[config.mk]
export PLATFORM = sky130hd
export DESIGN_NAME = prog_loader_rom
export DESIGN_NICKNAME = d
export VERILOG_FILES = /design/src/rtl/prog_loader_rom.sv
export SDC_FILE = /design/constraint.sdc
export NUM_CORES = 2
export LEC_CHECK = 0
export ABC_CLOCK_PERIOD_IN_PS = 14950
export BUFFER_PORTS_ARGS = -buffer_cell sky130_fd_sc_hd__buf_2
export CORE_ASPECT_RATIO = 2
export CORE_MARGIN = 10
export CORE_UTILIZATION = 40
export DETAILED_ROUTE_END_ITERATION = 8
export PLACE_DENSITY = 0.66
export SLEW_MARGIN = 20
export SYNTH_ARGS = -nofsm -noshare
export SYNTH_HDL_FRONTEND = slang
export SYNTH_SLANG_ARGS = --single-unit
[constraint.sdc]
create_clock -name clk -period 14.95 [get_ports clk]
set_input_delay 4.485 -clock clk [delete_from_list [all_inputs] [get_ports clk]]
set_output_delay 4.485 -clock clk [all_outputs]
set_load 0.05 [all_outputs]
[src/rtl/prog_loader_rom.sv]
// Program store with boot loader: streams an image in over valid/ready, then
// releases the core from reset and serves instruction bytes by address.
module prog_loader_rom #(
  parameter int         DEPTH     = 256,
  parameter logic [7:0] FILL_WORD = 8'h00
) (
  input  logic       clk,
  input  logic       rst,
  input  logic [7:0] Address,
  output logic [7:0] Data,
  input  logic       ld_start,
  input  logic       ld_valid,
  input  logic [7:0] ld_data,
  input  logic       ld_last,
  output logic       ld_ready,
  output logic       cpu_rst,
  output logic       loading,
  output logic       done,
  output logic [7:0] ld_count
);

  localparam int AW = (DEPTH > 1) ? $clog2(DEPTH) : 1;

  typedef enum logic [1:0] {
    IDLE,
    LOAD,
    RUN
  } state_t;

  state_t     state_q, state_d;
  logic [8:0] wptr_q, wptr_d;
  logic [7:0] ld_count_q, ld_count_d;
  logic       cpu_rst_q, cpu_rst_d;
  logic [8:0] wptr_inc;
  logic       accept;
  logic       addr_ok;

  logic [7:0] mem [DEPTH];

  assign wptr_inc = wptr_q + 9'd1;
  assign accept   = (state_q == LOAD) && ld_valid;
  assign addr_ok  = ({1'b0, Address} < 9'(DEPTH));

  always_comb begin
    state_d    = state_q;
    wptr_d     = wptr_q;
    ld_count_d = ld_count_q;
    case (state_q)
      IDLE: begin
        if (ld_start) begin
          state_d    = LOAD;
          wptr_d     = 9'd0;
          ld_count_d = 8'd0;
        end
      end
      LOAD: begin
        if (ld_valid) begin
          wptr_d = wptr_inc;
          // A full 256-entry image cannot be counted in 8 bits; pin it at 255.
          ld_count_d = wptr_inc[8] ? 8'hFF : wptr_inc[7:0];
          if (ld_last || (wptr_q == 9'(DEPTH - 1))) begin
            state_d = RUN;
          end
        end
      end
      RUN: begin
        if (ld_start) begin
          state_d    = LOAD;
          wptr_d     = 9'd0;
          ld_count_d = 8'd0;
        end
      end
      default: state_d = IDLE;
    endcase
    // Registered from next state so the core sees reset drop exactly on RUN entry.
    cpu_rst_d = (state_d != RUN);
  end

  always_ff @(posedge clk or posedge rst) begin
    if (rst) begin
      state_q    <= IDLE;
      wptr_q     <= 9'd0;
      ld_count_q <= 8'd0;
      cpu_rst_q  <= 1'b1;
    end else begin
      state_q    <= state_d;
      wptr_q     <= wptr_d;
      ld_count_q <= ld_count_d;
      cpu_rst_q  <= cpu_rst_d;
    end
  end

  // Storage is deliberately outside the reset domain so images survive a reset.
  always_ff @(posedge clk) begin
    if (accept) begin
      mem[wptr_q[AW-1:0]] <= ld_data;
    end
  end

  assign Data     = ((state_q == RUN) && addr_ok) ? mem[Address[AW-1:0]] : FILL_WORD;
  assign ld_ready = (state_q == LOAD);
  assign loading  = (state_q == LOAD);
  assign done     = (state_q == RUN);
  assign cpu_rst  = cpu_rst_q;
  assign ld_count = ld_count_q;

endmodule

==> qor.yml <==
outcome: "complete, no violations"
area_delta_synth_final_pct: 9.95
syn_area_mm2: 0.0815
cp-start-kind: "input pin"
ys_async_sr_fraction_pct: 0.967
wl_per_cell_um: 33.4
dieHeight_um: 658
insertion_delay_ns: 0.82
finalWirelength_um: 231000
fin_skew_ns: 0.0437
rsz0062_at_grt: "false"
drc: 0
path_clk_slew_ns: 0.07
yosys_warnings: 0
hold_path_class: "register to register"
overflow: 0
synth_cell_types: 78
holdWs_ns: 0.479
synthFlopType: "edfxtp_1"
worstPathRequired_ns: 10.47
power_density_mw_per_mm2: 128
post_cts_resized: 0
dr.pass1.iters: 6
finalNonFillerCells: 6921
drtIter0Drc: 4873
drive_gt1_share_pct: 18.7
irDropWorstVdd_uv: 92.6
grt_pass1_vias: 42300
post_cts_buffers: 0
timing.final.crit_share_pct: 92.8
initial_core_util_pct: 40.2
final_cell_mix: "2048 x edfxtp_1, 370 x mux4_2, 305 x nor2_1"
worstHoldPathCells: 1
fmax_mhz: 72.0
critPathArrivalTime_ns: 9.40
layout_commonest_cell: "edfxtp_1"
ys_ff_latch: 2068
fillCellCount: 16900
cts_made_buffers: 169
timing.final.hold_violations: 0
relSlewSlack_pct: 24.8
htreeDepth: 4
worstSetupEndpointType: "output port"
fin_crit_ns: 13.88
setup_violations: 0
synth_edf_count: 2048
final_nets: 4104
cp_max_fo: 36
gp_congestion: 0.895
synthCells: 4013
dp_hpwl_um: 150000
grt_use_total_pct: 20.3
use_met1_pct: 21.3
io_buffers: 40
tightest_slew_ns: 1.12
cts_hold_buf: 0
fp.dieArea_mm2: 0.223
placementRows: 234
via_per_inst: 5.98
boundaryPins: 41
coreArea_mm2: 0.203
yosysSeqAreaShare_pct: 76.1
synthesis.nets: 4039
grtUsageMet2_pct: 35.7
cts_num_sinks: 2068
met3_usage_pct: 3.27
num_vias: 41400
ant_nets: 0
fp.dieW_um: 339
cts_buffer_depth: 4
maxCapViolCount: 0
maxSlewViolCount: 0
grt_max_degree: 171
total_power_mw: 11.5
top_usage_layer: "met2"
reg2reg_depth: 5
cts-root-buf: "clkbuf_16"
crit_type: "input pin to output port"
p_leak_nw: 27.8
setup_tns_ns: 0
syn_avg_cell_area_um2: 20.3
grt_pass1_wl_um: 325000
cts_tree: "built"
grt_antenna_before_repair: 14
dp.cells: 6621
## stage by stage
stage / util [%] / setup WS [ns] / cell area (um^2)
final: 44.2 / 1.07 / 89600
after global routing: 44.1 / 1.38 / 89600
after CTS: 44.1 / 1.39 / 89600
after detailed placement: 41.6 / 1.38 / 84400
after global placement: 41.6 / 0.857 / 84400
after floorplan: - / 3.22 / 81500
## cell usage after synthesis (8+ instances only)
cell type / instances / area share [%]
nor2b_1: 14 / 0.11
clkbuf_8: 13 / 0.22
buf_1: 13 / 0.060
mux4_2: 370 / 10
mux2i_1: 284 / 3.5
nand4_1: 8 / 0.061
a31oi_1: 12 / 0.092
and2_1: 11 / 0.084
a22oi_1: 36 / 0.33
o21ai_0: 55 / 0.34
o22ai_1: 75 / 0.58
dfrtp_1: 19 / 0.58
a21oi_1: 67 / 0.41
a211oi_1: 15 / 0.14
mux4_1: 30 / 0.97
buf_6: 44 / 0.61
nor2_1: 308 / 1.4
inv_1: 11 / 0.051
nand2_1: 84 / 0.39
o32ai_1: 9 / 0.097
buf_12: 8 / 0.20
edfxtp_1: 2048 / 75
o221ai_1: 83 / 0.89
mux2_2: 11 / 0.15
clkbuf_1: 89 / 0.41
a21o_1: 10 / 0.092
buf_8: 18 / 0.33
nand3_1: 51 / 0.31
buf_2: 58 / 0.36
nor3_1: 26 / 0.16
## worst max-delay path, cell delays in order
cell	delay, ns
buf_6	0.48
clkinv_2	0.80
nor2_2	1.00
buf_4	0.44
a221oi_1	0.13
o21ai_0	0.47
o211ai_1	0.21
nor3_1	0.61
a32o_1	0.34
buf_2	0.31
## cells by family after synthesis
kind of cell	share of synthesized area, %
buf+inv	2.30
compound gates	3.73
mux	14.8
flops	76.1
xor+xnor	0.0645
simple gates	2.90
fa+ha+maj	0.0768
## area by class of cell
type | instances | area, um^2 | area share [%]
clock inverter | 91 | 716 | 0.799
sequential | 2068 | 62000 | 69.2
multi-input combinational | 1684 | 17700 | 19.8
timing repair buffer | 144 | 1270 | 1.42
antenna | 3 | 7.51 | 0.00838
inverter | 11 | 47.5 | 0.0531
tap | 2714 | 3400 | 3.79
clock buffer | 206 | 4430 | 4.95
## power by group
group	internal, mW	switching [mW]	total, mW
Clock	2.29	2.02	4.31
Sequential	6.39	0.0142	6.40
Combinational	0.215	0.534	0.749
## worst paths after layout
check,from,end,slack [ns]
worst max-delay path,Address[2],Data[5],1.07
worst min-delay path,ld_count[0],ld_count[0],0.48
worst max register to register,state_q[0],mem[197][1],11.05
worst min register to register,ld_count[0],ld_count[0],0.48
max in group asynchronous,rst,wptr_q[5],10.51
min in group asynchronous,rst,ld_count[1],3.95
## registers in the layout (all words and copies together), names as in the netlist
name / cells
ld_count: 8
mem: 2048
cpu_rst: 1
state_q: 2
wptr_q: 9
## per-layer routing
metal  part of all wire, %  vias to the layer above
li1                      -                    16700
met1                    31                    21700
met2                    52                     2229
met3                   7.1                      679
met4                   9.8                        8
met5                 0.023                        -
(Power assumes the default switching activity.)
